**config.mk**
```make
export PLATFORM = sky130hd
export DESIGN_NAME = pwm_multi_channel_flat
export DESIGN_NICKNAME = d
export VERILOG_FILES = /design/src/rtl/pwm_wr_if.sv /design/src/rtl/pwm_multi_channel.sv /design/src/flat_wrapper.sv
export SDC_FILE = /design/constraint.sdc
export NUM_CORES = 1
export LEC_CHECK = 0
export BUFFER_PORTS_ARGS = -buffer_cell sky130_fd_sc_hd__buf_2
export CAP_MARGIN = 10
export CORE_MARGIN = 5
export CORE_UTILIZATION = 52
export DETAILED_ROUTE_END_ITERATION = 7
export GPL_TIMING_DRIVEN = 0
export PLACE_DENSITY = 0.67
export SKIP_LAST_GASP = 1
export SLEW_MARGIN = 20
export SYNTH_ARGS = -nofsm -noshare
export SYNTH_HDL_FRONTEND = slang
export SYNTH_SLANG_ARGS = --single-unit
```
**constraint.sdc**
```tcl
create_clock -name clk -period 5.9 [get_ports clk]
set_input_delay 0.295 -clock clk [delete_from_list [all_inputs] [get_ports clk]]
set_output_delay 0.295 -clock clk [all_outputs]
set_load 0.02 [all_outputs]
```
**src/rtl/pwm_wr_if.sv**
```systemverilog
// pwm_wr_if: single-cycle duty-write bus from the register logic into the PWM block
interface pwm_wr_if #(
    parameter int CHANNELS = 4,
    parameter int WIDTH    = 8
);
    localparam int CH_W = CHANNELS > 1 ? $clog2(CHANNELS) : 1;
    logic             wr_en;
    logic [CH_W-1:0]  wr_ch;
    logic [WIDTH-1:0] wr_duty;
    modport master (output wr_en, wr_ch, wr_duty);
    modport slave  (input wr_en, wr_ch, wr_duty);
endinterface

```
**src/rtl/pwm_multi_channel.sv**
```systemverilog
// pwm_multi_channel: shared prescaler/period counter driving double-buffered, polarity-selectable PWM compares
module pwm_multi_channel #(
    parameter int CHANNELS = 4,
    parameter int WIDTH    = 8,
    parameter int PRESC_W  = 16
) (
    input  logic                clk,
    input  logic                rst_n,
    input  logic                en,
    input  logic [PRESC_W-1:0]  prescale,
    input  logic                mode,
    input  logic [CHANNELS-1:0] pol,
    pwm_wr_if.slave             wr,
    output logic [CHANNELS-1:0] pwm_o,
    output logic                period_start_o
);
    localparam logic [31:0] NCH = CHANNELS;

    logic [PRESC_W-1:0]  q;
    logic [WIDTH-1:0]    cnt;
    logic                dir_dn, mode_act, tick, bnd, turn;
    logic [WIDTH-1:0]    shadow     [CHANNELS];
    logic [WIDTH-1:0]    shadow_nxt [CHANNELS];
    logic [WIDTH-1:0]    active     [CHANNELS];
    logic [CHANNELS-1:0] raw;

    assign tick = en && q >= prescale;
    assign bnd  = tick && (mode_act ? dir_dn && cnt == WIDTH'(1) : &cnt);
    // center mode counts down once it has left MAX
    assign turn = mode_act && (dir_dn || &cnt);

    // active loads from shadow_nxt so a write on the boundary cycle wins
    always_comb begin
        shadow_nxt = shadow;
        if (wr.wr_en && 32'(wr.wr_ch) < NCH) shadow_nxt[wr.wr_ch] = wr.wr_duty;
    end

    always_comb begin
        raw = '0;
        for (int i = 0; i < CHANNELS; i++) raw[i] = cnt < active[i];
    end

    always_ff @(posedge clk or negedge rst_n) begin
        if (!rst_n) begin
            q              <= '0;
            cnt            <= '0;
            dir_dn         <= 1'b0;
            mode_act       <= 1'b0;
            shadow         <= '{default: '0};
            active         <= '{default: '0};
            pwm_o          <= '0;
            period_start_o <= 1'b0;
        end else begin
            shadow         <= shadow_nxt;
            period_start_o <= bnd;
            pwm_o          <= en ? raw ^ pol : pol;
            q              <= (tick || !en) ? '0 : q + 1'b1;
            if (!en || bnd) begin
                cnt      <= '0;
                dir_dn   <= 1'b0;
                mode_act <= mode;
                active   <= shadow_nxt;
            end else if (tick) begin
                cnt    <= turn ? cnt - 1'b1 : cnt + 1'b1;
                dir_dn <= turn;
            end
        end
    end
endmodule
```
**src/flat_wrapper.sv**
```systemverilog
// flat-port wrapper written by rule: the top's interface ports become plain ports
module pwm_multi_channel_flat 
#(
    parameter int CHANNELS = 4,
    parameter int WIDTH    = 8,
    parameter int PRESC_W  = 16
)
  (clk, rst_n, en, prescale, mode, pol, pwm_o, period_start_o, wr_wr_en, wr_wr_ch, wr_wr_duty);
  pwm_wr_if #(.CHANNELS(CHANNELS), .WIDTH(WIDTH)) wr_i ();
  input  logic clk;
  input  logic rst_n;
  input  logic en;
  input  logic [PRESC_W-1:0] prescale;
  input  logic mode;
  input  logic [CHANNELS-1:0] pol;
  output logic [CHANNELS-1:0] pwm_o;
  output logic period_start_o;
  input wire logic [$bits(wr_i.wr_en)-1:0] wr_wr_en;
  input wire logic [$bits(wr_i.wr_ch)-1:0] wr_wr_ch;
  input wire logic [$bits(wr_i.wr_duty)-1:0] wr_wr_duty;
  assign wr_i.wr_en = wr_wr_en;
  assign wr_i.wr_ch = wr_wr_ch;
  assign wr_i.wr_duty = wr_wr_duty;
  pwm_multi_channel #(.CHANNELS(CHANNELS), .WIDTH(WIDTH), .PRESC_W(PRESC_W)) u_core (.clk(clk), .rst_n(rst_n), .en(en), .prescale(prescale), .mode(mode), .pol(pol), .wr(wr_i), .pwm_o(pwm_o), .period_start_o(period_start_o));
endmodule
```
* Yosys cells after proc, flatten, opt, wreduce, memory -nomap -nowiden
Index checks and enable logic that the tools add are counted.
Storage, ports and cells: register bits 95, input port bits 35, output and inout port bits 5, logic and storage cells 50
Cells by class: $add $sub $neg 3, magnitude comparators 7, equal/unequal tests 1, mux-type cells 12, bitwise gates (word level) 2, reduce and logical (&&, ||, !) cells 11
Operator list (number):
- 32-bit bitwise mux | 1
- 8-bit less-than comparator | 4
- 32-bit 2-to-1 mux | 1
- 8-bit 2-to-1 mux | 4
- 16-bit by 1-bit adder with 16-bit output (second input constant) | 1
- 8-bit demux with 2-bit select | 1
- 16-bit >= comparator | 1
- 16-bit 2-to-1 mux | 1
- 8-bit by 1-bit adder with 8-bit output (second input constant) | 1
- 8-bit by 1-bit equality test with 1-bit output (second input constant) | 1
- 8-bit AND reduction | 1
- 8-bit by 1-bit subtractor with 8-bit output (second input constant) | 1
- 1-bit logical AND | 5
- 4-bit 2-to-1 mux | 1
- 4-bit bitwise XOR | 1
- 3-bit >= comparator (second input constant) | 1
- 1-bit logical OR | 3
- 3-bit by 1-bit less-than comparator with 1-bit output (second input constant) | 1
- 1-bit 2-to-1 mux | 3
- 2-bit inverter with 3-bit output | 1
- 2-bit nonzero test | 1
- 1-bit zero test | 1

* Depth between registers and ports, before layout
depth in word-level cells 7, gate-level depth with buffers 9

* Least setup slack after synthesis
Ideal clock, no wire load.
path kind register -> register, from reg u_core.cnt[1], to reg u_core.cnt[6], setup time 0.083 ns, arrival time 2.163 ns, data required time 5.817 ns, slack 3.654 ns, cell stages (with the launch flop) 8, clock period less this slack 2.246 ns, cell sequence dfrtp_1 ha_1 nand2_4 o41ai_4 nand2_2 or3_1 a211o_1 o22ai_1
Between the ends: word-level cells in the longest chain between the ends 6, elaborated cells on any way between the ends 14
Ends and longest elaborated chain:
- from (decl) | RTL line pwm_multi_channel.sv:20 | logic [WIDTH-1:0] cnt;
- from (signal assigned) | RTL line pwm_multi_channel.sv:64 | cnt <= turn ? cnt - 1'b1 : cnt + 1'b1;
- parallel branches: the longest is 6 deep, another holds 8-bit by 1-bit adder with 8-bit output
Several ways; the timed one is not identified. The select of a mux whose other input is x is not followed. A chain may end at the register's enable or synchronous reset.

* Final worst setup path
from reg u_core.cnt[1], to reg u_core.active[21] in the netlist's numbering
Between the ends: word-level cells in the longest chain between the ends 5, elaborated cells on any way between the ends 6
Ends and longest elaborated chain:
- 8-bit by 1-bit equality test with 1-bit output | RTL line pwm_multi_channel.sv:28 | assign bnd = tick && (mode_act ? dir_dn && cnt == WIDTH'(1) : &cnt);
- 1-bit logical AND | RTL line pwm_multi_channel.sv:28
- 1-bit 2-to-1 mux (*) | RTL line pwm_multi_channel.sv:28
- 1-bit logical AND (*) | RTL line pwm_multi_channel.sv:28
- 1-bit logical OR (*) | RTL line pwm_multi_channel.sv:58 | if (!en || bnd) begin
- to (signal assigned) | RTL line pwm_multi_channel.sv:62 | active <= shadow_nxt;
- to (decl) | RTL line pwm_multi_channel.sv:24 | logic [WIDTH-1:0] active [CHANNELS];
Mark *: on every way between the ends. The rest lies on a longest branch, timed or not.

==> flow_metrics.tcl <==
set metrics [dict create \
    maxCapViolCount 0 \
    synth-edff-count 0 \
    r2r-start "u_core.cnt[1]" \
    p_sw_w 0.0004111 \
    max_freq_mhz 367.1 \
    path_class "reg -> reg" \
    cts_root_buffer "clkbuf_8" \
    place_congestion 0.8027 \
    ys_types 49 \
    cts_sinks 95 \
    ctsResizeCount 0 \
    rsz0062_at_grt "no" \
    mostFrequentLayoutCells "95 x dfrtp_1, 48 x ha_1, 47 x inv_1" \
    pin_count 40 \
    setup_violations 0 \
    ys_ff_latch 95 \
    period_minus_slack_ns 2.724 \
    fin_tns_setup_ns 0 \
    seq_area_frac_synth 0.4634 \
    clk_latency_ns 0.38 \
    drt_first_iter_violations 142 \
    wl_mm 9.895 \
    drive_gt1_frac 0.2176 \
    crit_required_ns 6.16 \
    reg2reg_slack_ns 3.18 \
    p_seq_frac 0.539 \
    vias 3454 \
    hp-class "in -> reg" \
    final_antenna_net_count 0 \
    r2r_cells 7 \
    finalPower_w 0.001458 \
    finalClockSkew_ns 0.01432 \
    whs_endpoint "u_core.pwm_o[3]" \
    fin_hold_ws_ns 0.08879 \
    dp_hpwl_mm 7.402 \
    hold_viol_final 0 \
    fp-row-count 36 \
    swShare 0.2820 \
    synthArstFlopShare 1.000 \
    p_clk_frac 0.292 \
    grt_pass1_wl_mm 16.85 \
    maxSlewHeadroom 0.4417 \
    grt_use_total 0.1851 \
    worstPathCellList "ha_1 -> nand2_4 -> nor4_1 -> a31oi_2 -> o21ai_2 -> buf_4 -> mux2_1" \
    nets 588 \
    grt_pass1_vias 3520 \
    syn2layout_area_growth_pct 11.76 \
    final_cell_area_sq_mm 0.005733 \
    initial_core_util 0.5297 \
    grt_max_degree 72 \
    syn_area_per_cell_sq_um 11.32 \
    synthFlopType "dfrtp_1" \
    critPathMaxStageDelay_ns 0.60 \
    fin_crit_sh 0.4618 \
    tightest_slew_ns 0.8338 \
    cts_made_buffers 9 \
    routed_via_density 5.372 \
    die_y_um 109.3 \
    cp.arrival_ns 2.99 \
    rr_endpoint "u_core.active[21]" \
    worstPathMaxFanout 11 \
    leakage_nw 2.841 \
    clkTransAtPathRegs_ns 0.10 \
    io_buffers 39 \
    grt_overflow_total 0 \
    cts_max_level 3 \
    slew_violations 0 \
    die_area_sq_mm 0.01195 \
    layout_commonest_cell "dfrtp_1" \
    outcome "finished clean" \
    pwr-share-comb 0.169 \
    hold-path-cell-count 2 \
    core_sq_mm 0.009684 \
    ir_worst_vdd_uv 129.7 \
    routedWlPerCell_um 15.39 \
    end_kind "flop" \
    intPower_w 0.001047 \
    dpl_cell_area_sq_mm 0.005525 \
    synth_nets 536 \
    hp-start "pol[3]" \
    power_density_mw_per_mm2 254.3 \
    cts_tree "built" \
    antenna_found_initial 0 \
    clk_path_buf_depth 2 \
    drc_errors 0 \
    start_kind "flop" \
    syn_inst 453 \
    ys.warnings.count 0 \
    dr.pass1.iters 4 \
    netlist_area_sq_mm 0.005130 \
    num_antenna_cells 0 \
    die_w_um 109.3 \
    worst_path_max_delay_cell "dfrtp_1" \
]
[logic make-up after synthesis]
| kind of cell | after synthesis | share of synthesized area |
|---|---|---|
| fa+ha+maj | 48 | 0.1171 |
| flops | 95 | 0.4634 |
| mux | 66 | 0.1446 |
| compound gates | 66 | 0.09195 |
| buf+inv | 57 | 0.04634 |
| simple gates | 102 | 0.1041 |
| xor+xnor | 19 | 0.03244 |
[routing by layer]
layer  global-route usage  part of all wire
met5                    0                 0
met4              0.07658             0.021
met3              0.02584             0.035
met2               0.3043              0.47
met1               0.2470              0.47
[synthesized netlist by cell type (all sizes together), types with 2 or more instances]
| library cell | instances | share of area |
|---|---|---|
| nand2 | 27 | 0.023 |
| nand2b | 7 | 0.0085 |
| nand3 | 15 | 0.015 |
| clkbuf | 4 | 0.0029 |
| a21o | 8 | 0.012 |
| nor2 | 20 | 0.015 |
| o21a | 4 | 0.0059 |
| xnor2 | 4 | 0.0068 |
| nand3b | 6 | 0.0088 |
| a2111oi | 2 | 0.0034 |
| nor3 | 6 | 0.0068 |
| ha | 48 | 0.12 |
| mux2 | 65 | 0.14 |
| and3 | 5 | 0.0061 |
| buf | 5 | 0.0073 |
| o22ai | 7 | 0.0085 |
| or3 | 6 | 0.0076 |
| xor2 | 15 | 0.026 |
| inv | 47 | 0.034 |
| a21oi | 15 | 0.015 |
| and4 | 2 | 0.0034 |
| nand4 | 3 | 0.0037 |
| a211oi | 10 | 0.015 |
| o21ba | 2 | 0.0039 |
| dfrtp | 95 | 0.46 |
| o41ai | 2 | 0.0071 |
| a31oi | 3 | 0.0049 |
| o21ai | 7 | 0.0076 |
[worst max path at each step]
stage / depth (start not counted) / startpoint / to / slack [ns]
finish: 7 / u_core.cnt[1] / u_core.active[21] / 3.18
floorplan: 7 / u_core.cnt[1] / u_core.cnt[6] / 3.65
global placement: 7 / u_core.cnt[1] / u_core.active[19] / 3.22
CTS: 7 / u_core.cnt[1] / u_core.active[21] / 3.18
detailed placement: 7 / u_core.cnt[1] / u_core.active[21] / 3.18
global route: 7 / u_core.cnt[1] / u_core.active[6] / 2.94
[worst max-delay path: cells and delay by family (launching register included)]
kind | cells | cell delay (ns)
AOI/OAI and AO/OA | 2 | 0.57
adders and majority gates | 1 | 0.36
buffers and inverters | 1 | 0.29
DFF | 1 | 0.60
muxes | 1 | 0.35
and+or+nand+nor | 2 | 0.46
[sequential cells by signal (all words and copies together), names as in the netlist]
| register | count |
|---|---|
| u_core.active | 32 |
| u_core.mode_act | 1 |
| u_core.shadow | 32 |
| u_core.pwm_o | 4 |
| u_core.period_start_o | 1 |
| u_core.q | 16 |
| u_core.dir_dn | 1 |
| u_core.cnt | 8 |
[final cells by class]
type | instances | area, sq um
Buffer | 10 | 61.31
Clock buffer | 10 | 137.6
Clock inverter | 6 | 60.06
Fill cell | 861 | 3951
Inverter | 47 | 176.4
Multi-Input combinational cell | 301 | 2515
Sequential cell | 95 | 2377
Tap cell | 133 | 166.4
Timing Repair Buffer | 41 | 239.0
[power by group through the flow]
| stage | logic (W) | registers [W] | clock network (W) |
|---|---|---|---|
| after detailed placement | 0.000250 | 0.000800 | 0 |
| after global routing | 0.000284 | 0.000798 | 0.000463 |
| after global placement | 0.000237 | 0.000795 | 0 |
| final | 0.000246 | 0.000786 | 0.000425 |
| after CTS | 0.000252 | 0.000787 | 0.000436 |
| after floorplan | 0.000172 | 0.000791 | 0 |
[per-stage QoR]
stage	util	setup slack [ns]	instances
finish	0.5920	3.176	643
detailed placement	0.5705	3.176	626
CTS	0.5920	3.176	643
global route	0.5920	2.943	643
floorplan	-	3.654	453
global placement	0.5671	3.223	625
[repair_timing]
item	CTS	global route
setup buffers	0	0
hold buffers	1	0
endpoints found under the hold margin	24	0
(Power assumes the default switching activity.)
